## config.mk

```make
export PLATFORM = sky130hd
export DESIGN_NAME = kill_the_bit_ctrl
export DESIGN_NICKNAME = d
export VERILOG_FILES = /design/src/rtl/kill_the_bit_ctrl.sv
export SDC_FILE = /design/constraint.sdc
export NUM_CORES = 1
export LEC_CHECK = 0
export CORE_ASPECT_RATIO = 1.4
export CORE_MARGIN = 1.5
export CORE_UTILIZATION = 30
export CTS_BUF_LIST = sky130_fd_sc_hd__clkbuf_4
export CTS_CLUSTER_DIAMETER = 30
export CTS_CLUSTER_SIZE = 30
export DETAILED_ROUTE_END_ITERATION = 12
export PLACE_DENSITY = 0.56
export SETUP_SLACK_MARGIN = 0.2
export SYNTH_ARGS = -nofsm -noshare
export SYNTH_HDL_FRONTEND = slang
export SYNTH_SLANG_ARGS = --single-unit
```

## constraint.sdc

```tcl
create_clock -name i_clk -period 5.2 [get_ports i_clk]
set_clock_uncertainty 0.15 [all_clocks]
set_input_delay 1.3 -clock i_clk [delete_from_list [all_inputs] [get_ports i_clk]]
set_output_delay 1.3 -clock i_clk [all_outputs]
set_load 0.05 [all_outputs]
```

## src/rtl/kill_the_bit_ctrl.sv

```systemverilog
// Kill-the-bit game sequencer driving the TM1638 LED/key request port.
// Define KILL_THE_BIT_SCORE_EN to show the kill count on seg7 digits 6/7.
module kill_the_bit_ctrl #(
  parameter int unsigned CLOCK_FREQ_MHz = 12,
  parameter int unsigned STEP_MS        = 200,
  parameter logic [7:0]  INIT_PATTERN   = 8'b0000_0001,
  parameter logic [2:0]  BRIGHTNESS     = 3'd0
) (
  input  logic        i_clk,
  input  logic        rst_n,
  input  logic        i_idle,
  input  logic [7:0]  i_btn_state,
  output logic        o_cmd_en,
  output logic        o_all_led_en,
  output logic        o_btn_en,
  output logic        o_seg7_en,
  output logic [2:0]  o_idx,
  output logic [7:0]  o_data,
  output logic [27:0] o_wait_counter,
  output logic [7:0]  o_pattern,
  output logic [7:0]  o_kills,
  output logic        o_win
);
  localparam int unsigned STEP_CYCLES = CLOCK_FREQ_MHz * 1000 * STEP_MS;
  localparam logic [31:0] STEP_LAST   = 32'(STEP_CYCLES - 1);

  typedef enum logic [3:0] {
    S_MODE, S_ACT, S_SHOW, S_SC6, S_SC7,
    S_BTN, S_UPD, S_TICK, S_WIN
  } state_t;

  state_t      state_q, state_d;
  logic        wait_q, low_q, sent_q;
  logic [2:0]  cnt_q;
  logic        cmd_q, led_q, btn_q;
  logic [7:0]  data_q;
  logic [7:0]  pattern_q, pattern_d;
  logic [7:0]  prev_q, prev_d;
  logic [7:0]  kills_q, kills_d;
  logic        win_q, win_d;
  logic [31:0] timer_q, timer_d;

  logic        req_cmd, req_led, req_btn;
  logic [7:0]  req_data;
  logic        has_req, issue, done;
  logic [7:0]  edges, hits, upd_pat;
  logic [3:0]  hit_n;
  logic [8:0]  kill_sum;

`ifdef KILL_THE_BIT_SCORE_EN
  logic        req_seg, seg_q;
  logic [2:0]  req_idx, idx_q;
  logic [7:0]  rem100, tens, units;

  function automatic logic [7:0] seg7(input logic [7:0] d);
    unique case (d)
      8'd0:    seg7 = 8'h3f;
      8'd1:    seg7 = 8'h06;
      8'd2:    seg7 = 8'h5b;
      8'd3:    seg7 = 8'h4f;
      8'd4:    seg7 = 8'h66;
      8'd5:    seg7 = 8'h6d;
      8'd6:    seg7 = 8'h7d;
      8'd7:    seg7 = 8'h07;
      8'd8:    seg7 = 8'h7f;
      8'd9:    seg7 = 8'h6f;
      default: seg7 = 8'h00;
    endcase
  endfunction

  assign rem100 = kills_q % 8'd100;
  assign tens   = rem100 / 8'd10;
  assign units  = rem100 % 8'd10;
`endif

  always_comb begin
    req_cmd  = 1'b0;
    req_led  = 1'b0;
    req_btn  = 1'b0;
    req_data = 8'h00;
`ifdef KILL_THE_BIT_SCORE_EN
    req_seg  = 1'b0;
    req_idx  = 3'd0;
`endif
    unique case (state_q)
      S_MODE: begin
        req_cmd  = 1'b1;
        req_data = 8'h40;
      end
      S_ACT: begin
        req_cmd  = 1'b1;
        req_data = 8'h88 | {5'd0, BRIGHTNESS};
      end
      S_SHOW: begin
        req_led  = 1'b1;
        req_data = pattern_q;
      end
`ifdef KILL_THE_BIT_SCORE_EN
      S_SC6: begin
        req_seg  = 1'b1;
        req_idx  = 3'd6;
        req_data = seg7(tens);
      end
      S_SC7: begin
        req_seg  = 1'b1;
        req_idx  = 3'd7;
        req_data = seg7(units);
      end
`endif
      S_BTN: req_btn = 1'b1;
      S_WIN: begin
        req_led  = !sent_q;
        req_data = 8'hff;
      end
      default: ;
    endcase
  end

`ifdef KILL_THE_BIT_SCORE_EN
  assign has_req = req_cmd | req_led | req_btn | req_seg;
`else
  assign has_req = req_cmd | req_led | req_btn;
`endif
  assign issue = has_req && !wait_q && i_idle;
  // A request ends on idle after a busy period, or on idle after 4 quiet cycles.
  assign done  = wait_q && i_idle && (low_q || cnt_q == 3'd4);

  assign edges   = i_btn_state & ~prev_q;
  assign hits    = edges & pattern_q;
  assign upd_pat = pattern_q ^ edges;

  always_comb begin
    hit_n = 4'd0;
    for (int i = 0; i < 8; i++) hit_n = hit_n + {3'd0, hits[i]};
  end

  assign kill_sum = {1'b0, kills_q} + {5'd0, hit_n};

  always_comb begin
    state_d   = state_q;
    pattern_d = pattern_q;
    prev_d    = prev_q;
    kills_d   = kills_q;
    win_d     = win_q;
    timer_d   = timer_q;
    if (state_q inside {S_SHOW, S_SC6, S_SC7, S_BTN, S_UPD, S_TICK})
      timer_d = timer_q + 32'd1;
    unique case (state_q)
      S_MODE: if (done) state_d = S_ACT;
      S_ACT:  if (done) state_d = S_SHOW;
`ifdef KILL_THE_BIT_SCORE_EN
      S_SHOW: if (done) state_d = S_SC6;
`else
      S_SHOW: if (done) state_d = S_BTN;
`endif
      S_SC6:  if (done) state_d = S_SC7;
      S_SC7:  if (done) state_d = S_BTN;
      S_BTN:  if (done) state_d = S_UPD;
      S_UPD: begin
        prev_d  = i_btn_state;
        kills_d = kill_sum[8] ? 8'hff : kill_sum[7:0];
        if (upd_pat == 8'h00) begin
          pattern_d = 8'h00;
          win_d     = 1'b1;
          state_d   = S_WIN;
        end else begin
          pattern_d = upd_pat;
          state_d   = S_TICK;
        end
      end
      S_TICK: begin
        if (timer_q >= STEP_LAST) begin
          timer_d   = 32'd0;
          pattern_d = {pattern_q[6:0], pattern_q[7]};
          state_d   = S_SHOW;
        end
      end
      default: ;
    endcase
  end

  always_ff @(posedge i_clk or negedge rst_n) begin
    if (!rst_n) begin
      state_q   <= S_MODE;
      wait_q    <= 1'b0;
      low_q     <= 1'b0;
      sent_q    <= 1'b0;
      cnt_q     <= 3'd0;
      cmd_q     <= 1'b0;
      led_q     <= 1'b0;
      btn_q     <= 1'b0;
      data_q    <= 8'h00;
      pattern_q <= INIT_PATTERN;
      prev_q    <= 8'h00;
      kills_q   <= 8'h00;
      win_q     <= 1'b0;
      timer_q   <= 32'd0;
    end else begin
      state_q   <= state_d;
      pattern_q <= pattern_d;
      prev_q    <= prev_d;
      kills_q   <= kills_d;
      win_q     <= win_d;
      timer_q   <= timer_d;
      cmd_q     <= issue & req_cmd;
      led_q     <= issue & req_led;
      btn_q     <= issue & req_btn;
      if (issue) begin
        data_q <= req_data;
        wait_q <= 1'b1;
        cnt_q  <= 3'd0;
        low_q  <= 1'b0;
      end else if (wait_q) begin
        if (done) wait_q <= 1'b0;
        if (cnt_q != 3'd4) cnt_q <= cnt_q + 3'd1;
        if (cnt_q != 3'd0 && !i_idle) low_q <= 1'b1;
      end
      if (issue && state_q == S_WIN) sent_q <= 1'b1;
    end
  end

`ifdef KILL_THE_BIT_SCORE_EN
  always_ff @(posedge i_clk or negedge rst_n) begin
    if (!rst_n) begin
      seg_q <= 1'b0;
      idx_q <= 3'd0;
    end else begin
      seg_q <= issue & req_seg;
      if (issue) idx_q <= req_idx;
    end
  end

  assign o_seg7_en = seg_q;
  assign o_idx     = idx_q;
`else
  assign o_seg7_en = 1'b0;
  assign o_idx     = 3'd0;
`endif

  assign o_cmd_en       = cmd_q;
  assign o_all_led_en   = led_q;
  assign o_btn_en       = btn_q;
  assign o_data         = data_q;
  assign o_wait_counter = 28'd0;
  assign o_pattern      = pattern_q;
  assign o_kills        = kills_q;
  assign o_win          = win_q;
endmodule
```

==> flow_summary.toml <==
[layout]
mostFrequentLayoutCells = "dfrtp_1, nor2_1, clkdlybuf4s50_1"
layout_commonest_cell = "dfrtp_1"
area_growth_pct = 14.7
fin_cells = 682
nets = 521
drive_above_1_share_pct = 10.3
num_antenna_cells = 0
stdcell_area_um2 = 5080
post-route-util_pct = 35.2

[global_routing]
grt_start_max_net_pins = 79
grt_use_total_pct = 13.2
gr-total-overflow = 0
grt_pass1_vias = 3326
antenna_found_initial = 0
grt_pass1_wl_um = 16400

[sta]
finalHoldViolCount = 0
timing.slew.headroom_pct = 22.6
fmax_mhz = 205
finalSetupViolCount = 0
tightest_slew_ns = 1.16
final.min_clock_period_ns = 4.88
rsz0062_at_grt = "no"
fin_ws_ns = 0.321
period_share_pct = 93.8
slew_viol_final = 0
whs_ns = 0.349

[clocking]
cts_htree_levels = 3
clk_latency_ns = 0.43
max-clock-path-buffers = 2
clock-sinks = 78
cts_tree = "yes"
path_clk_slew_ns = 0.13
ctsHoldBuffers = 0
root_buffer = "clkbuf_4"
numCtsBuffers = 9

[worst_hold_path]
hold_path_depth = 1
hold_path_end = "o_win$_DFFE_PN0P_"
hp-start = "o_win$_DFFE_PN0P_"
hp-class = "reg2reg"

[synthesis]
yosys_warnings = 0
async_flop_share_pct = 100
yosys-top-cells-area = "dfrtp_1, buf_4, xor2_1"
synth_compound_area_share_pct = 9.35
synthXorXnorAreaFrac_pct = 6.73
synth.area.mux_share_pct = 3.53
synth-seq-cells = 78
yosys.area_share.simple_pct = 21.0
ys_seq_area_share_pct = 44.1
synth_fa_ha_area_share_pct = 7.06
ys.flop_type = "dfrtp_1"
avgSynthCellArea_um2 = 9.84
synth_edf_count = 0
synth_top_area_share_pct = 43.5
synth_top_area_cell = "dfrtp_1"
ys_types = 49
synth_top_family_by_area = "simple AND/OR/NAND/NOR gates"
syn-cell-area_um2 = 4430
synthCells = 450

[worst_setup_path]
r2r_setup_slack_ns = 1.05
critPathRequiredTime_ns = 5.38
endpoint_kind = "flop"
reg2reg_to = "o_kills[5]$_DFFE_PN0P_"
worst_setup_path_start_kind = "input port"
cp_max_fo = 4
worst-setup-path-type = "in2reg"
cp.arrival_ns = 5.06
r2r_cells = 13
reg2reg_from = "o_pattern[2]$_DFFE_PN0P_"

[detailed_routing]
drt_iter0_markers = 151
vias = 3238
drcViolationCount = 0
dr.pass1.iters = 4
ant_nets = 0
vias_per_cell = 4.75
wl_per_cell_um = 14.1
routed_wl_um = 9650

[placed_design]
post-place-cells = 664
place_congestion = 0.753
port_buffers = 38
place_ws_ns = -0.350
dp_hpwl_um = 6830
place_area_um2 = 4890

[pwr]
max-vdd-ir-drop_v = 0.000447
p_leak_nw = 2.29
p_per_area_nw_per_um2 = 502

[floorplan]
rows = 52
initial_core_util_pct = 30.7
io_pins = 71
die-area_um2 = 15500
core_um2 = 14400
die_w_um = 106
die_h_um = 147

[run]
cap_violations = 0

[outcome]
status = "finished clean"
## Yosys cell counts (2+ instances only)
| master | number |
|---|---|
| nor2b_1 | 9 |
| o22ai_1 | 3 |
| ha_1 | 17 |
| o21ai_0 | 13 |
| buf_2 | 6 |
| or4_1 | 2 |
| nor3_1 | 7 |
| a2bb2oi_1 | 3 |
| nand4b_1 | 5 |
| nand2_1 | 27 |
| a22oi_1 | 5 |
| fa_1 | 5 |
| and4_1 | 5 |
| xor2_1 | 25 |
| buf_4 | 35 |
| and3_1 | 5 |
| mux2_2 | 13 |
| dfrtp_1 | 77 |
| nor4b_1 | 2 |
| nor2_1 | 53 |
| nand2b_1 | 10 |
| inv_1 | 9 |
| nor4_1 | 6 |
| a21oi_1 | 16 |
| clkbuf_1 | 8 |
| a211oi_1 | 2 |
| nand4_1 | 15 |
| xnor2_1 | 9 |
| and2_1 | 5 |
| or2_2 | 2 |
| o22a_1 | 6 |
| nand3_1 | 23 |
| a21o_1 | 6 |
## worst max-delay path: stages
cell and delay [ns]:
dlygate4sd2_1 0.24, nor2b_2 0.15, ha_2 0.17, fa_1 0.53
inv_2 0.04, fa_1 0.53, inv_1 0.05, fa_1 0.48
fa_2 0.37, fa_2 0.36, a21o_1 0.18, a21oi_2 0.15
nand2b_4 0.16, o21ai_1 0.07, mux2_4 0.27
## final cells by class
cell class	instances	area [um2]
Clock inverter	7	62.6
Clock buffer	9	67.6
Multi-Input combinational cell	344	2270
Sequential cell	78	1950
Timing Repair Buffer	46	459
Fill cell	1495	9370
Tap cell	189	236
Inverter	9	33.8
## state kept, by name, indices dropped and copies added (netlist names), 3 cells and up
name,cells
o_kills,8
o_pattern,8
prev_q,8
cnt_q,3
state_q,4
o_data,8
timer_q,32
## stage by stage
step,power [mW],setup TNS (ns)
after floorplan,1.83,0
final,2.55,0
after detailed placement,2.18,-2.00
after global placement,2.15,-1.44
after CTS,2.57,0
after global routing,2.75,0
## worst max path at each step
stage | startpoint | end | slack [ns] | depth (start not counted)
2_1_floorplan | i_btn_state[0] | o_kills[5]$_DFFE_PN0P_ | 0.21 | 14
3_3_place_gp | i_btn_state[0] | o_kills[5]$_DFFE_PN0P_ | -0.27 | 15
3_5_place_dp | i_btn_state[0] | o_kills[5]$_DFFE_PN0P_ | -0.35 | 15
4_1_cts | i_btn_state[0] | o_kills[5]$_DFFE_PN0P_ | 0.21 | 15
5_1_grt | i_btn_state[2] | o_kills[5]$_DFFE_PN0P_ | 0.24 | 15
6_report | i_btn_state[2] | o_kills[5]$_DFFE_PN0P_ | 0.32 | 15
## power by group
group          internal, mW  leakage, nW  switching, mW  total [mW]
clock network         0.143       0.0688          0.218       0.360
registers             0.753        0.998          0.169       0.922
logic                 0.546         1.22          0.721        1.27
total                  1.44         2.29           1.11        2.55
## logic make-up after synthesis
| logic type | after synthesis |
|---|---|
| simple gates | 180 |
| flops | 78 |
| compound gates | 62 |
| buf+inv | 59 |
| xor+xnor | 34 |
| fa+ha+maj | 22 |
| mux | 14 |
| other cells | 1 |
## timing repair
action                     4_1_cts  5_1_grt
buffers inserted                 0        1
setup endpoints to repair        3        4
gates resized for setup          9        1
pin swaps                        6        4
## metal layers
layer,share of wire [%],global-route usage (%)
met1,42,15.3
met2,53,23.5
met3,3.2,2.84
met4,2.0,4.86
met5,0,0
(Power assumes the default switching activity.)
